==> config.mk <==
export PLATFORM = sky130hd
export DESIGN_NAME = cancid_ctx_mgr
export DESIGN_NICKNAME = d
export VERILOG_FILES = /design/src/rtl/cancid_ctx_mgr.sv
export SDC_FILE = /design/constraint.sdc
export NUM_CORES = 1
export LEC_CHECK = 0
export ABC_AREA = 1
export CORE_ASPECT_RATIO = 2
export CORE_MARGIN = 10
export CORE_UTILIZATION = 35
export CTS_CLUSTER_DIAMETER = 50
export CTS_CLUSTER_SIZE = 20
export DETAILED_ROUTE_END_ITERATION = 10
export PLACE_DENSITY = 0.55
export SLEW_MARGIN = 20
export SYNTH_ARGS = -nofsm -noshare
export SYNTH_HDL_FRONTEND = slang
export SYNTH_SLANG_ARGS = --single-unit
==> constraint.sdc <==
create_clock -name clk -period 2.2 [get_ports clk]
set_input_delay 0.44 -clock clk [delete_from_list [all_inputs] [get_ports clk]]
set_output_delay 0.44 -clock clk [all_outputs]
set_load 0.05 [all_outputs]
==> src/rtl/cancid_ctx_mgr.sv <==
// Per-stream matcher context manager: restores/saves engine state per stream and counts matched packets.
// Optional per-stream match count table enabled by macro CANCID_PER_STREAM_CNT_EN.
module cancid_ctx_mgr #(
    parameter int SID_W   = 6,
    parameter int STATE_W = 11,
    parameter int CNT_W   = 16
) (
    input  logic               clk,
    input  logic               rst,
    input  logic               load_state,
    input  logic [SID_W-1:0]   stream_id,
    input  logic               new_stream_id,
    input  logic               enable,
    input  logic               eop,
    input  logic [STATE_W-1:0] eng_state_out,
    input  logic               eng_accept_out,
    output logic [STATE_W-1:0] eng_state_in,
    output logic               eng_state_in_vld,
    output logic               fired,
    output logic [CNT_W-1:0]   count,
    input  logic [SID_W-1:0]   rd_sid,
    output logic [CNT_W-1:0]   rd_cnt,
    output logic               proto_err
);

    localparam int NSTREAMS = 2 ** SID_W;
    localparam logic ST_IDLE = 1'b0;
    localparam logic ST_RUN  = 1'b1;
    localparam logic [CNT_W-1:0] CNT_MAX = {CNT_W{1'b1}};

    function automatic logic [CNT_W-1:0] sat_inc(input logic [CNT_W-1:0] c, input logic inc);
        if (inc && (c != CNT_MAX)) begin
            return c + {{(CNT_W-1){1'b0}}, 1'b1};
        end else begin
            return c;
        end
    endfunction

    logic                 state_r;
    logic                 state_nx_s;
    logic [SID_W-1:0]     sid_q_r;
    logic                 en_q_r;
    logic [STATE_W-1:0]   eng_state_in_r;
    logic                 eng_state_in_vld_r;
    logic                 fired_r;
    logic [CNT_W-1:0]     count_r;
    logic                 proto_err_r;
    logic [STATE_W-1:0]   ctx_mem_r [NSTREAMS];

    logic                 eop_ok_s;
    logic                 load_ok_s;
    logic                 proto_bad_s;
    logic                 commit_s;
    logic                 hit_s;
    logic                 bypass_s;
    logic [STATE_W-1:0]   restore_s;

    // Event qualification, next state and restore-value selection
    always_comb begin
        eop_ok_s    = (state_r == ST_RUN) && eop;
        load_ok_s   = load_state && ((state_r == ST_IDLE) || eop);
        proto_bad_s = (load_state && (state_r == ST_RUN) && !eop) ||
                      (eop && (state_r == ST_IDLE));
        commit_s    = eop_ok_s && en_q_r;
        hit_s       = fired_r || eng_accept_out;
        // The context being saved this cycle is not yet in ctx_mem, so forward it.
        bypass_s    = commit_s && (stream_id == sid_q_r);
        if (new_stream_id) begin
            restore_s = {STATE_W{1'b0}};
        end else if (bypass_s) begin
            restore_s = eng_state_out;
        end else begin
            restore_s = ctx_mem_r[stream_id];
        end
        case (state_r)
            ST_IDLE: begin
                if (load_ok_s) begin
                    state_nx_s = ST_RUN;
                end else begin
                    state_nx_s = ST_IDLE;
                end
            end
            ST_RUN: begin
                if (eop && !load_state) begin
                    state_nx_s = ST_IDLE;
                end else begin
                    state_nx_s = ST_RUN;
                end
            end
            default: state_nx_s = ST_IDLE;
        endcase
    end

    // Control registers, engine load strobe, match flag and global count
    always_ff @(posedge clk) begin
        if (rst) begin
            state_r            <= ST_IDLE;
            sid_q_r            <= {SID_W{1'b0}};
            en_q_r             <= 1'b0;
            eng_state_in_r     <= {STATE_W{1'b0}};
            eng_state_in_vld_r <= 1'b0;
            fired_r            <= 1'b0;
            count_r            <= {CNT_W{1'b0}};
            proto_err_r        <= 1'b0;
        end else begin
            state_r            <= state_nx_s;
            eng_state_in_vld_r <= load_ok_s;
            if (load_ok_s) begin
                sid_q_r        <= stream_id;
                en_q_r         <= enable;
                eng_state_in_r <= restore_s;
            end
            if (load_ok_s) begin
                fired_r <= 1'b0;
            end else if (eop_ok_s && !en_q_r) begin
                fired_r <= 1'b0;
            end else if ((state_r == ST_RUN) && eng_accept_out) begin
                fired_r <= 1'b1;
            end
            if (commit_s) begin
                count_r <= sat_inc(count_r, hit_s);
            end
            if (proto_bad_s) begin
                proto_err_r <= 1'b1;
            end
        end
    end

    // Context store; deliberately not reset, new streams start from state 0 instead
    always_ff @(posedge clk) begin
        if (!rst && commit_s) begin
            ctx_mem_r[sid_q_r] <= eng_state_out;
        end
    end

`ifdef CANCID_PER_STREAM_CNT_EN
    logic [CNT_W-1:0] tbl_r [NSTREAMS];
    logic [CNT_W-1:0] rd_cnt_r;

    // Per-stream saturating counts; read port samples before this cycle's update
    always_ff @(posedge clk) begin
        if (rst) begin
            for (int i = 0; i < NSTREAMS; i++) begin
                tbl_r[i] <= {CNT_W{1'b0}};
            end
            rd_cnt_r <= {CNT_W{1'b0}};
        end else begin
            if (commit_s) begin
                tbl_r[sid_q_r] <= sat_inc(tbl_r[sid_q_r], hit_s);
            end
            if (load_ok_s && new_stream_id) begin
                tbl_r[stream_id] <= {CNT_W{1'b0}};
            end
            rd_cnt_r <= tbl_r[rd_sid];
        end
    end

    assign rd_cnt = rd_cnt_r;
`else
    logic unused_rd_sid_s;
    assign unused_rd_sid_s = ^rd_sid;
    assign rd_cnt          = {CNT_W{1'b0}};
`endif

    assign eng_state_in     = eng_state_in_r;
    assign eng_state_in_vld = eng_state_in_vld_r;
    assign fired            = fired_r;
    assign count            = count_r;
    assign proto_err        = proto_err_r;

endmodule

### Word-level counts from Yosys, hierarchy flattened

Memories as Yosys holds them, arrays and structs flattened.
Cells that the tools add are included.

* flip-flop bits (word level): 38
* latch bits: 0
* memory bits (writable): 704
* memory bits (read-only): 0
* output and inout bits: 46
* logic and storage cells: 41
* memories: 1

Memories
* ctx_mem_r: depth 64, width 11, read ports 1, clocked after memory_dff 0, write ports 1, RTL line 48 `logic [STATE_W-1:0] ctx_mem_r [NSTREAMS];`

* add/subtract/negate cells: 1
* multipliers: 0
* divide/modulo/power cells: 0
* order comparisons: 0
* eq/ne operators: 2
* shift operators: 0
* muxes and demuxes: 7
* bitwise operators: 1
* reductions and logical operators: 21

Operators by type and width (number)
* two-way mux 11 bit: 2
* adder 16 x 1 -> 16 bit, second input constant: 1
* inequality test 16 bit, second input constant: 1
* logical AND 1 bit: 12
* equality test 6 bit: 1
* zero test 1 bit: 4
* two-way mux 1 bit: 4
* logical OR 1 bit: 3
* OR reduction 3 bit: 1
* one-hot mux 1 bit (2 select lines): 1
* AND reduction 2 bit: 1
* inverter 1 bit: 1

### Depth between registers and ports, before layout

* depth in word-level cells: 5
* gate-level depth with buffers: 14

### Least setup slack after synthesis

Ideal clock, no wire load.

* path kind: in2reg
* start point: input port rst
* end point: memory ctx_mem_r[13][0] (enable)
* library setup time: 0.378 ns
* data arrival time: 1.699 ns
* data required time: 1.822 ns
* path slack: 0.123 ns
* stages: 6
* buffers on the path: 1
* path through: clkbuf_1 > nor2_1 > inv_1 > nor2_1 > nand3_1 > nor2_1

* cells in the longest elaborated chain, start to end: 4

Ends and longest elaborated chain
* from (decl): RTL line 9 `input logic rst,`
* zero test 1 bit: RTL line 131 `if (!rst && commit_s) begin`
* logical AND 1 bit: RTL line 131
* two-way mux 1 bit: RTL line 131
* two-way mux 1 bit (implied by the code): RTL line 132 `ctx_mem_r[sid_q_r] <= eng_state_out;`
* to (decl): RTL line 48

No other way between the ends.

### Worst setup path in the final report

* start point: register eng_state_in_r[2], in the netlist eng_state_in[2]
* end point: output port eng_state_in[2]

RTL lines
* from (decl): RTL line 43 `logic [STATE_W-1:0] eng_state_in_r;`
* from (signal assigned): RTL line 100 `eng_state_in_r <= {STATE_W{1'b0}};`
* from (signal assigned): RTL line 111 `eng_state_in_r <= restore_s;`
* to (decl): RTL line 17 `output logic [STATE_W-1:0] eng_state_in,`

No word-level cell between the ends.

==> results.txt <==
GRT Total Usage -> 18.3%
WL/cell -> 23.3 um
num rows -> 153
TritonRoute pass-1 iters -> 5
Max Cap Viol -> 0
root buffer cell -> clkbuf_16
dominant synthesized flop cell -> edfxtp_1
fmax -> 0.468 GHz
GRT overflow -> 0
H-Tree Depth -> 2
Final Hold Fails -> 0
Tightest Pin Transition -> 0.684 ns
hold buffer count at CTS -> 0
WP buf/inv -> 1
Num CTS Buffers -> 47
total vias in the final route -> 20,600
Tcrit/Tclk final -> 97.1%
I/O pin total -> 76
DR vias/cell -> 5.10
fraction of layout cells with a size suffix above 1 -> 10.1%
count of cell types in the netlist -> 31
Arrival @ worst endpoint -> 1.70 ns
final wirelength -> 94,100 um
residual DRC count -> 0
clk_lat worst skew -> 0.65 ns
Initial Util -> 35.3%
vias in the first global route -> 20,800
Syn Inst Count -> 2,702
gpl congestion -> 0.943
DR iter-0 viols -> 1,685
Nets -> 2,873
critical path class -> register to output port
Leakage Power -> 12.8 nW
clk buf depth -> 3
critical path launch point -> eng_state_in[2]
FF-to-FF Start -> state_r
Post-synth top cells -> 945 x nand2_1, 704 x edfxtp_1, 622 x nand3_1
Min-Delay Path Class -> input pin to register
Max stage delay on crit path -> 0.59 ns
nature of the critical path startpoint -> register
top post-synthesis cells by area -> edfxtp_1 69%, nand2_1 12%, nand3_1 10%
EDFF count, synth -> 704
crit-path cells -> dlygate4sd2_1
Synth warnings -> 0
status -> complete, no violations
hold path start -> eng_state_out[3]
Final Power -> 26.8 mW
peak supply drop -> 0.724 mV
Final Setup Violations -> 0
clk sinks -> 742
Crit Path Max Fanout -> 2
Max Clock Skew -> 0.0419 ns
IO buf count -> 53
area leader, netlist -> edfxtp_1
CP Capture Type -> output port
FFs w/ async S/R, synth -> 0%
ANT nets after route -> 0
post-place instance area -> 0.0335 mm2
Finished Cell Area -> 0.0351 mm2
syn avg cell area -> 11.3 um2
Die Width -> 229 um
Clock Pin Slew Worst Setup and Hold Paths -> 0.08 ns
critical path data required time -> 1.76 ns
Worst slew margin -> 54.4%
CP delay by family, top -> buffers and inverters
core area -> 0.0869 mm2
first-pass GRT wire length -> 136,000 um
die area -> 0.101 mm2
crit path time final -> 2.14 ns
Power Density -> 765 mW/mm2
flops & latches, synth -> 742
Layout area overhead -> 14.4%
Syn Std Cell Area -> 0.0307 mm2
top cell type's share of synthesized area -> 69.0%
largest net degree at the start of global routing -> 84
initial antenna violation count -> 1
Final Slew Violations -> 0
Post-Layout Cell Count -> 4,041
top-count cell post-synth -> nand2_1
hpwl dp -> 66,200 um
fillcell total -> 8,306
CTS tree -> done
Post-Place Cells -> 3,954
Slowest cell on crit path -> dlygate4sd2_1
Die Ht -> 439 um
sequential area share after synthesis -> 71.5%
RSZ-0062 raised after global routing -> no
[path summary, 6_finish.rpt]
path	slack [ns]	to	depth (start not counted)
setup / recovery	0.06	eng_state_in[2]	1
hold / removal	0.22	ctx_mem_r[34][3]	1
setup reg to reg	0.14	ctx_mem_r[36][4]	10
hold reg to reg	0.47	count[4]	2
[per-layer routing]
layer	share of wire [%]	track usage (%)	vias up
met1	35	18.8	10100
li1	-	-	9621
met5	0	0	-
met3	4.0	1.76	212
met2	55	35.1	679
met4	6.2	11.2	0
[where the power goes]
group	switching, mW	total (mW)	internal (mW)
clock	4.86	9.18	4.32
combinational	1.60	2.19	0.587
sequential	0.0298	15.5	15.4
total	6.49	26.8	20.3
[state kept, by name, summed over array words and instances, names as in the netlist]
name	cells
count	16
eng_state_in_vld	1
en_q_r	1
eng_state_in	11
ctx_mem_r	704
fired	1
proto_err	1
sid_q_r	6
state_r	1
[metrics by stage]
stage | utilization [%] | TNS, ns | hold WS (ns) | setup WS (ns)
after global placement | 38.6 | -324.62 | 0.455 | -0.659
after floorplan | - | 0 | 0.461 | 0.123
after CTS | 40.3 | 0 | 0.192 | 0.0408
after detailed placement | 38.6 | -322.73 | 0.465 | -0.640
after global routing | 40.4 | 0 | 0.197 | 0.0171
final | 40.4 | 0 | 0.222 | 0.0627
[cell type report]
class	instances	area, um2	area share (%)
sequential	742	21900	62.5
multi-input combinational	1752	7540	21.5
timing repair buffer	251	2490	7.11
tap	1162	1450	4.15
clock buffer	70	1330	3.78
inverter	48	193	0.549
clock inverter	15	158	0.450
antenna	1	2.50	0.00714
[cell usage in the layout (no fill, tap or decap), types with 6 or more instances in the layout]
master	synthesis	routed
buf_4	27	148
nor3_1	6	6
nand3_1	622	621
buf_6	37	10
clkbuf_1	32	19
clkbuf_16	0	49
a21oi_1	12	12
buf_2	64	12
buf_12	0	43
nand2_1	945	945
o21ai_0	22	22
inv_1	43	43
nor2_1	99	94
dfxtp_1	38	38
clkdlybuf4s50_1	0	8
conb_1	1	16
nand4_1	6	6
dlygate4sd2_1	0	29
edfxtp_1	704	704
[cells by family (layout without fill, tap and decap cells)]
family	count (synthesis)	in the layout	share of synthesized area (%)
compound gates	43	43	0.743
flops	742	742	71.5
other cells	1	17	0.0122
simple gates	1685	1685	23.3
fa+ha+maj	1	1	0.0408
buf+inv	223	384	4.23
xor+xnor	7	7	0.200
[repair_timing]
action / 4_1_cts / 5_1_grt
cloned: 0 / 1
pin swaps: 0 / 0
resized for setup: 32 / 17
buffers inserted: 0 / 0
setup endpoints to repair: 106 / 460
[worst register-to-register path: cells and delay by family, from the launching register on]
family / cells / cell delay (ns)
buffers and inverters: 4 / 0.61
flip-flops: 1 / 0.39
AND/OR/NAND/NOR: 6 / 0.78
No activity file was read; power rests on OpenSTA's default activity.
